--- config.mk ---
export PLATFORM = sky130hd
export DESIGN_NAME = ysyx_22050039_seq_ctrl
export DESIGN_NICKNAME = d
export VERILOG_FILES = /design/src/rtl/ysyx_22050039_seq_ctrl_pkg.sv /design/src/rtl/ysyx_22050039_seq_ctrl_wdog.sv /design/src/rtl/ysyx_22050039_seq_ctrl.sv
export SDC_FILE = /design/constraint.sdc
export NUM_CORES = 1
export LEC_CHECK = 0
export BUFFER_PORTS_ARGS = -buffer_cell sky130_fd_sc_hd__clkbuf_2
export CAP_MARGIN = 10
export CORE_ASPECT_RATIO = 1.1
export CORE_MARGIN = 2
export CORE_UTILIZATION = 43
export DETAILED_ROUTE_END_ITERATION = 10
export PLACE_DENSITY = 0.67
export SKIP_LAST_GASP = 1
export SYNTH_ARGS = -nofsm -noshare
export SYNTH_HDL_FRONTEND = slang
export SYNTH_SLANG_ARGS = --single-unit
--- constraint.sdc ---
create_clock -name clk -period 2.7 [get_ports clk]
set_input_delay 0.54 -clock clk [delete_from_list [all_inputs] [get_ports clk]]
set_output_delay 0.54 -clock clk [all_outputs]
set_load 0.05 [all_outputs]
--- src/rtl/ysyx_22050039_seq_ctrl_pkg.sv ---
// Shared definitions for the multi-cycle sequencer: state encodings, instruction function codes
// and the small decode helpers used by the IDU/EXU side as well.
package ysyx_22050039_seq_ctrl_pkg;

    typedef enum logic [2:0] {
        StFetch  = 3'd0,
        StDecode = 3'd1,
        StExec   = 3'd2,
        StMem    = 3'd3,
        StWb     = 3'd4,
        StHalt   = 3'd5,
        StTrap   = 3'd6
    } state_e;

    localparam logic [2:0] FuncAddi   = 3'd0;
    localparam logic [2:0] FuncJalr   = 3'd1;
    localparam logic [2:0] FuncAuipc  = 3'd2;
    localparam logic [2:0] FuncLui    = 3'd3;
    localparam logic [2:0] FuncSd     = 3'd4;
    localparam logic [2:0] FuncJal    = 3'd5;
    localparam logic [2:0] FuncEbreak = 3'd6;

    localparam int unsigned TimeoutDefault = 16;

    function automatic logic func_writes_rd(input logic [2:0] f);
        return (f == FuncAddi) || (f == FuncJalr) || (f == FuncAuipc) ||
               (f == FuncLui)  || (f == FuncJal);
    endfunction

    function automatic logic func_is_jump(input logic [2:0] f);
        return (f == FuncJalr) || (f == FuncJal);
    endfunction

endpackage

--- src/rtl/ysyx_22050039_seq_ctrl_wdog.sv ---
// Handshake wait counter: cleared on state entry, counts waiting cycles, flags the last
// permitted wait cycle so the caller can trap if no response arrives in it.
module ysyx_22050039_wdog #(
    parameter int unsigned TIMEOUT = 16,
    parameter int unsigned TO_W    = 5
) (
    input  logic clk,
    input  logic clr,
    input  logic en,
    output logic expire
);

    logic [TO_W-1:0] cnt_q;

    assign expire = (cnt_q == TO_W'(TIMEOUT - 1));

    always_ff @(posedge clk) begin
        if (clr) begin
            cnt_q <= '0;
        end else if (en && !expire) begin
            cnt_q <= cnt_q + TO_W'(1);
        end
    end

endmodule

--- src/rtl/ysyx_22050039_seq_ctrl.sv ---
// Multi-cycle instruction sequencer: FETCH/DECODE/EXEC/MEM/WB with halt on ebreak and
// sticky traps for illegal instructions and handshake timeouts.
module ysyx_22050039_seq_ctrl
    import ysyx_22050039_seq_ctrl_pkg::*;
#(
    parameter int unsigned XLEN    = 64,
    parameter int unsigned TIMEOUT = TimeoutDefault,
    parameter int unsigned TO_W    = 5
) (
    input  logic            clk,
    input  logic            rst,
    output logic            ifu_req,
    input  logic            ifu_rvalid,
    output logic            inst_en,
    input  logic            dec_valid,
    input  logic [2:0]      dec_func,
    output logic            lsu_req,
    output logic            lsu_we,
    input  logic            lsu_done,
    output logic            rf_wen,
    output logic            pc_adv,
    output logic            pc_wen,
    output logic            halt,
    output logic            illegal,
    output logic            timeout,
    output logic [XLEN-1:0] cycle_cnt,
    output logic [XLEN-1:0] instret
);

    state_e            state_q, state_d;
    logic [2:0]        func_q;
    logic              halt_q, illegal_q, timeout_q;
    logic [XLEN-1:0]   cycle_q, instret_q;
    logic              set_halt, set_illegal, set_timeout, retire;
    logic              wd_clr, wd_en, wd_expire;

    always_comb begin
        state_d     = state_q;
        set_halt    = 1'b0;
        set_illegal = 1'b0;
        set_timeout = 1'b0;
        retire      = 1'b0;
        unique case (state_q)
            StFetch: begin
                // A response in the final wait cycle still wins over the trap.
                if (ifu_rvalid) begin
                    state_d = StDecode;
                end else if (wd_expire) begin
                    state_d     = StTrap;
                    set_timeout = 1'b1;
                end
            end
            StDecode: begin
                if (!dec_valid || (dec_func > FuncEbreak)) begin
                    state_d     = StTrap;
                    set_illegal = 1'b1;
                end else if (dec_func == FuncEbreak) begin
                    state_d  = StHalt;
                    set_halt = 1'b1;
                    retire   = 1'b1;
                end else begin
                    state_d = StExec;
                end
            end
            StExec: state_d = (func_q == FuncSd) ? StMem : StWb;
            StMem: begin
                if (lsu_done) begin
                    state_d = StFetch;
                    retire  = 1'b1;
                end else if (wd_expire) begin
                    state_d     = StTrap;
                    set_timeout = 1'b1;
                end
            end
            StWb: begin
                state_d = StFetch;
                retire  = 1'b1;
            end
            default: state_d = state_q;
        endcase
    end

    // Clearing on every state change guarantees a zero count on entry to FETCH and MEM.
    assign wd_clr = rst || (state_d != state_q);
    assign wd_en  = ((state_q == StFetch) && !ifu_rvalid) || ((state_q == StMem) && !lsu_done);

    ysyx_22050039_wdog #(
        .TIMEOUT(TIMEOUT),
        .TO_W   (TO_W)
    ) u_wdog (
        .clk   (clk),
        .clr   (wd_clr),
        .en    (wd_en),
        .expire(wd_expire)
    );

    always_ff @(posedge clk) begin
        if (rst) begin
            state_q   <= StFetch;
            func_q    <= FuncAddi;
            halt_q    <= 1'b0;
            illegal_q <= 1'b0;
            timeout_q <= 1'b0;
            cycle_q   <= '0;
            instret_q <= '0;
        end else begin
            state_q   <= state_d;
            halt_q    <= halt_q | set_halt;
            illegal_q <= illegal_q | set_illegal;
            timeout_q <= timeout_q | set_timeout;
            if (state_q == StDecode) begin
                func_q <= dec_func;
            end
            if ((state_q != StHalt) && (state_q != StTrap)) begin
                cycle_q <= cycle_q + XLEN'(1);
            end
            if (retire) begin
                instret_q <= instret_q + XLEN'(1);
            end
        end
    end

    // Strobes decode from state; inst_en and the MEM-stage pc_adv follow the handshake inputs.
    always_comb begin
        ifu_req = 1'b0;
        inst_en = 1'b0;
        lsu_req = 1'b0;
        lsu_we  = 1'b0;
        rf_wen  = 1'b0;
        pc_adv  = 1'b0;
        pc_wen  = 1'b0;
        if (!rst) begin
            unique case (state_q)
                StFetch: begin
                    ifu_req = 1'b1;
                    inst_en = ifu_rvalid;
                end
                StMem: begin
                    lsu_req = 1'b1;
                    lsu_we  = 1'b1;
                    pc_adv  = lsu_done;
                end
                StWb: begin
                    rf_wen = func_writes_rd(func_q);
                    pc_adv = 1'b1;
                    pc_wen = func_is_jump(func_q);
                end
                default: ;
            endcase
        end
    end

    assign halt      = halt_q & ~rst;
    assign illegal   = illegal_q & ~rst;
    assign timeout   = timeout_q & ~rst;
    assign cycle_cnt = rst ? '0 : cycle_q;
    assign instret   = rst ? '0 : instret_q;

endmodule
==> impl_metrics.ini <==
[run_status]
status = finished, final reports clean

[sta]
holdWs_ps = 397.2
rsz0062_at_grt = no
slew_viol_final = 0
finalHoldViolations = 0
worst_slew_pin_slew_ps = 675.2
period_needed_ps = 2538
fin_skew_ps = 9.150
finalCritPeriodShare = 0.9398
setup_viol = 0
max_freq_ghz = 0.3941
slew_headroom = 0.5382

[route]
detail-route-antenna-nets = 0
via_per_inst = 5.439
vias = 7462
first_pass_iters = 5
drtIter0Drc = 508
wl_um = 19180
drc = 0
avgRoutedWirePerCell_um = 13.98

[worst_hold_path]
hp-class = primary input to flop

[final_layout]
fin_util = 0.5327
areaGrowthSynthToFinish_pct = 21.39
antennaDiodeCount = 0
fin_cells = 1372
fin_area_mm2 = 0.009450
layout.nets = 1135
fillCellCount = 1746
drive_gt1_frac = 0.2072

[logic_synthesis]
synth_top_area_frac = 0.3652
syn-num-nets = 996
synth_cell_type_count = 52
yosys.area.top_type = dfxtp_1
synth_area_leaders = dfxtp_1, nor2b_1, nor2_1, xor2_1, nand4_1
syn_inst = 984
ys.warnings.count = 0
yosys_register_bits = 142
synth_flop_cell = dfxtp_1
synth_edf_count = 0
avgSynthCellArea_um2 = 7.912
synth_area_mm2 = 0.007785
yosysSeqAreaShare = 0.3652
synthArstFlopShare = 0

[cts]
cts_buffers = 17
clkTransAtPathRegs_ps = 60
post_cts_buffers = 0
hold_buffers = 0
htreeDepth = 4
root_buffer = clkbuf_16
insertion_delay_ps = 430
clk_path_buf_depth = 2
ctsResizeCount = 0
cts.sink_count = 142
cts_tree = yes

[worst_setup_path]
reg2reg_depth = 5
slowest_stage = or4_1
max_stage_delay_ps = 590
worstSetupEndpointType = output port
worstSetupPathType = flop to output port
timing.rr.end = cycle_q[40]
arrival_ps = 2000
crit_end = rf_wen
reg2reg_slack_ps = 340
reg2reg_from = cycle_q[6]
cp_max_fo = 5
path_cells = inv_1, or4_1, a21oi_1, buf_12
crit_start = state_q[2]
start_kind = flop
critPathRequiredTime_ps = 2160

[global_route]
antenna_found_initial = 0
grt.total_usage = 0.2006
grt_pass1_vias = 6668
grt_max_degree = 57
grt_overflow = 0
grt_pass1_wl_um = 32200

[die]
io-pin-count = 146
die_h_um = 145.1
die_w_um = 132.3
rows = 51
start_util = 0.4388
coreArea_mm2 = 0.01774
dieArea_mm2 = 0.01920

[place]
dp_hpwl_um = 13740
globalplace.congestion = 0.8541
dp.cells = 1342
postPlaceCellArea_mm2 = 0.008899
portBuffers = 145

[power_and_ir_drop]
clockPowerShare = 0.463
p_int_mw = 3.610
switching_power_mw = 1.187
peakVddDrop_v = 0.0004472
power_density_mw_per_mm2 = 507.6
combPwrFrac = 0.086
seq_power_share = 0.451
switching_share = 0.2475
leakage_nw = 3.472
power_mw = 4.797

[job]
max_cap_violations = 0
==> per-stage QoR <==
step           setup TNS [ps]  worst slack [ps]
6_report                    0             162.5
4_1_cts                     0             135.6
5_1_grt                     0             55.66
3_3_place_gp                0             374.1
3_5_place_dp                0             304.6
2_1_floorplan          -46.59            -46.59
==> cell type report <==
cell class,count,area [um^2],area share
inverter,19,71.32,0.007547
clock buffer,24,491.7,0.05203
multi-input combinational,767,4667,0.4938
clock inverter,6,60.06,0.006355
sequential,142,2843,0.3008
timing repair buffer,176,1020,0.1079
tap,238,297.8,0.03151
==> worst max-delay path, delay by kind of cell (launching register included) <==
kind | cells | cell delay (ps)
flip-flops | 1 | 430
AO/OA/AOI/OAI | 1 | 250
AND/OR/NAND/NOR | 1 | 590
buffers and inverters | 2 | 310
==> cell families after synthesis <==
kind of cell | Yosys count | synth area share
DFF | 142 | 0.3652
adders and majority gates | 4 | 0.006429
AOI/OAI and AO/OA | 153 | 0.1101
muxes | 18 | 0.02491
and+or+nand+nor | 537 | 0.3923
buffers and inverters | 75 | 0.03922
xor gates and xnor gates | 55 | 0.06188
==> Yosys cell counts (all sizes together) (19+ instances only) <==
| master | count |
|---|---|
| nor2 | 107 |
| nand2 | 53 |
| inv | 19 |
| or3 | 48 |
| clkbuf | 43 |
| nand4 | 58 |
| a21oi | 70 |
| xor2 | 41 |
| dfxtp | 142 |
| nand3 | 50 |
| nor2b | 118 |
| o21ai | 53 |
==> power by group through the flow <==
stage               clock [mW]  sequential [mW]  combinational [mW]
floorplan                    0             2.19               0.319
global placement             0             2.20               0.408
detailed placement           0             2.21               0.411
CTS                       2.28             2.16               0.413
global route              2.36             2.16               0.453
finish                    2.22             2.16               0.412
==> placed cells by master, fill, tap and decap left out, types with 5 or more instances in the layout <==
cell and count:
or2_2 5, nor4_2 5, xnor2_1 14, mux2_2 11
nor2b_1 118, and2_1 5, o21ai_0 53, and4_1 12
clkbuf_8 5, xor2_1 41, and3_1 10, nor4_1 10
nand3_1 50, clkbuf_2 143, dfxtp_1 142, or4_1 17
a21oi_1 69, o31ai_1 16, buf_4 28, clkbuf_16 17
nor2_1 107, or3_1 48, nand4_1 56, nand2_1 53
mux2i_1 7, nor3_1 14, inv_1 19
==> metal layers <==
| layer | routed length [um] | vias to the layer above | global-route usage | part of all wire |
|---|---|---|---|---|
| li1 | - | 3784 | - | - |
| met1 | 9100 | 3475 | 0.2646 | 0.47 |
| met2 | 8896 | 172 | 0.3195 | 0.46 |
| met3 | 803 | 31 | 0.04053 | 0.042 |
| met4 | 376 | 0 | 0.08333 | 0.020 |
| met5 | 0 | - | 0 | 0 |
==> registers in the layout, indices dropped and copies added, names as in the netlist <==
register      flops
timeout_q         1
halt_q            1
cycle_q          64
illegal_q         1
u_wdog.cnt_q      5
state_q           3
func_q            3
instret_q        64
==> worst min-delay path by stage <==
stage                            to        start  cells after the start
after detailed placement     halt_q       halt_q                      2
after CTS                 func_q[1]  dec_func[1]                      3
after global routing      func_q[2]  dec_func[2]                      3
after floorplan              halt_q       halt_q                      2
final                     func_q[0]  dec_func[0]                      3
after global placement    illegal_q    illegal_q                      2
No activity file was read; power rests on OpenSTA's default activity.
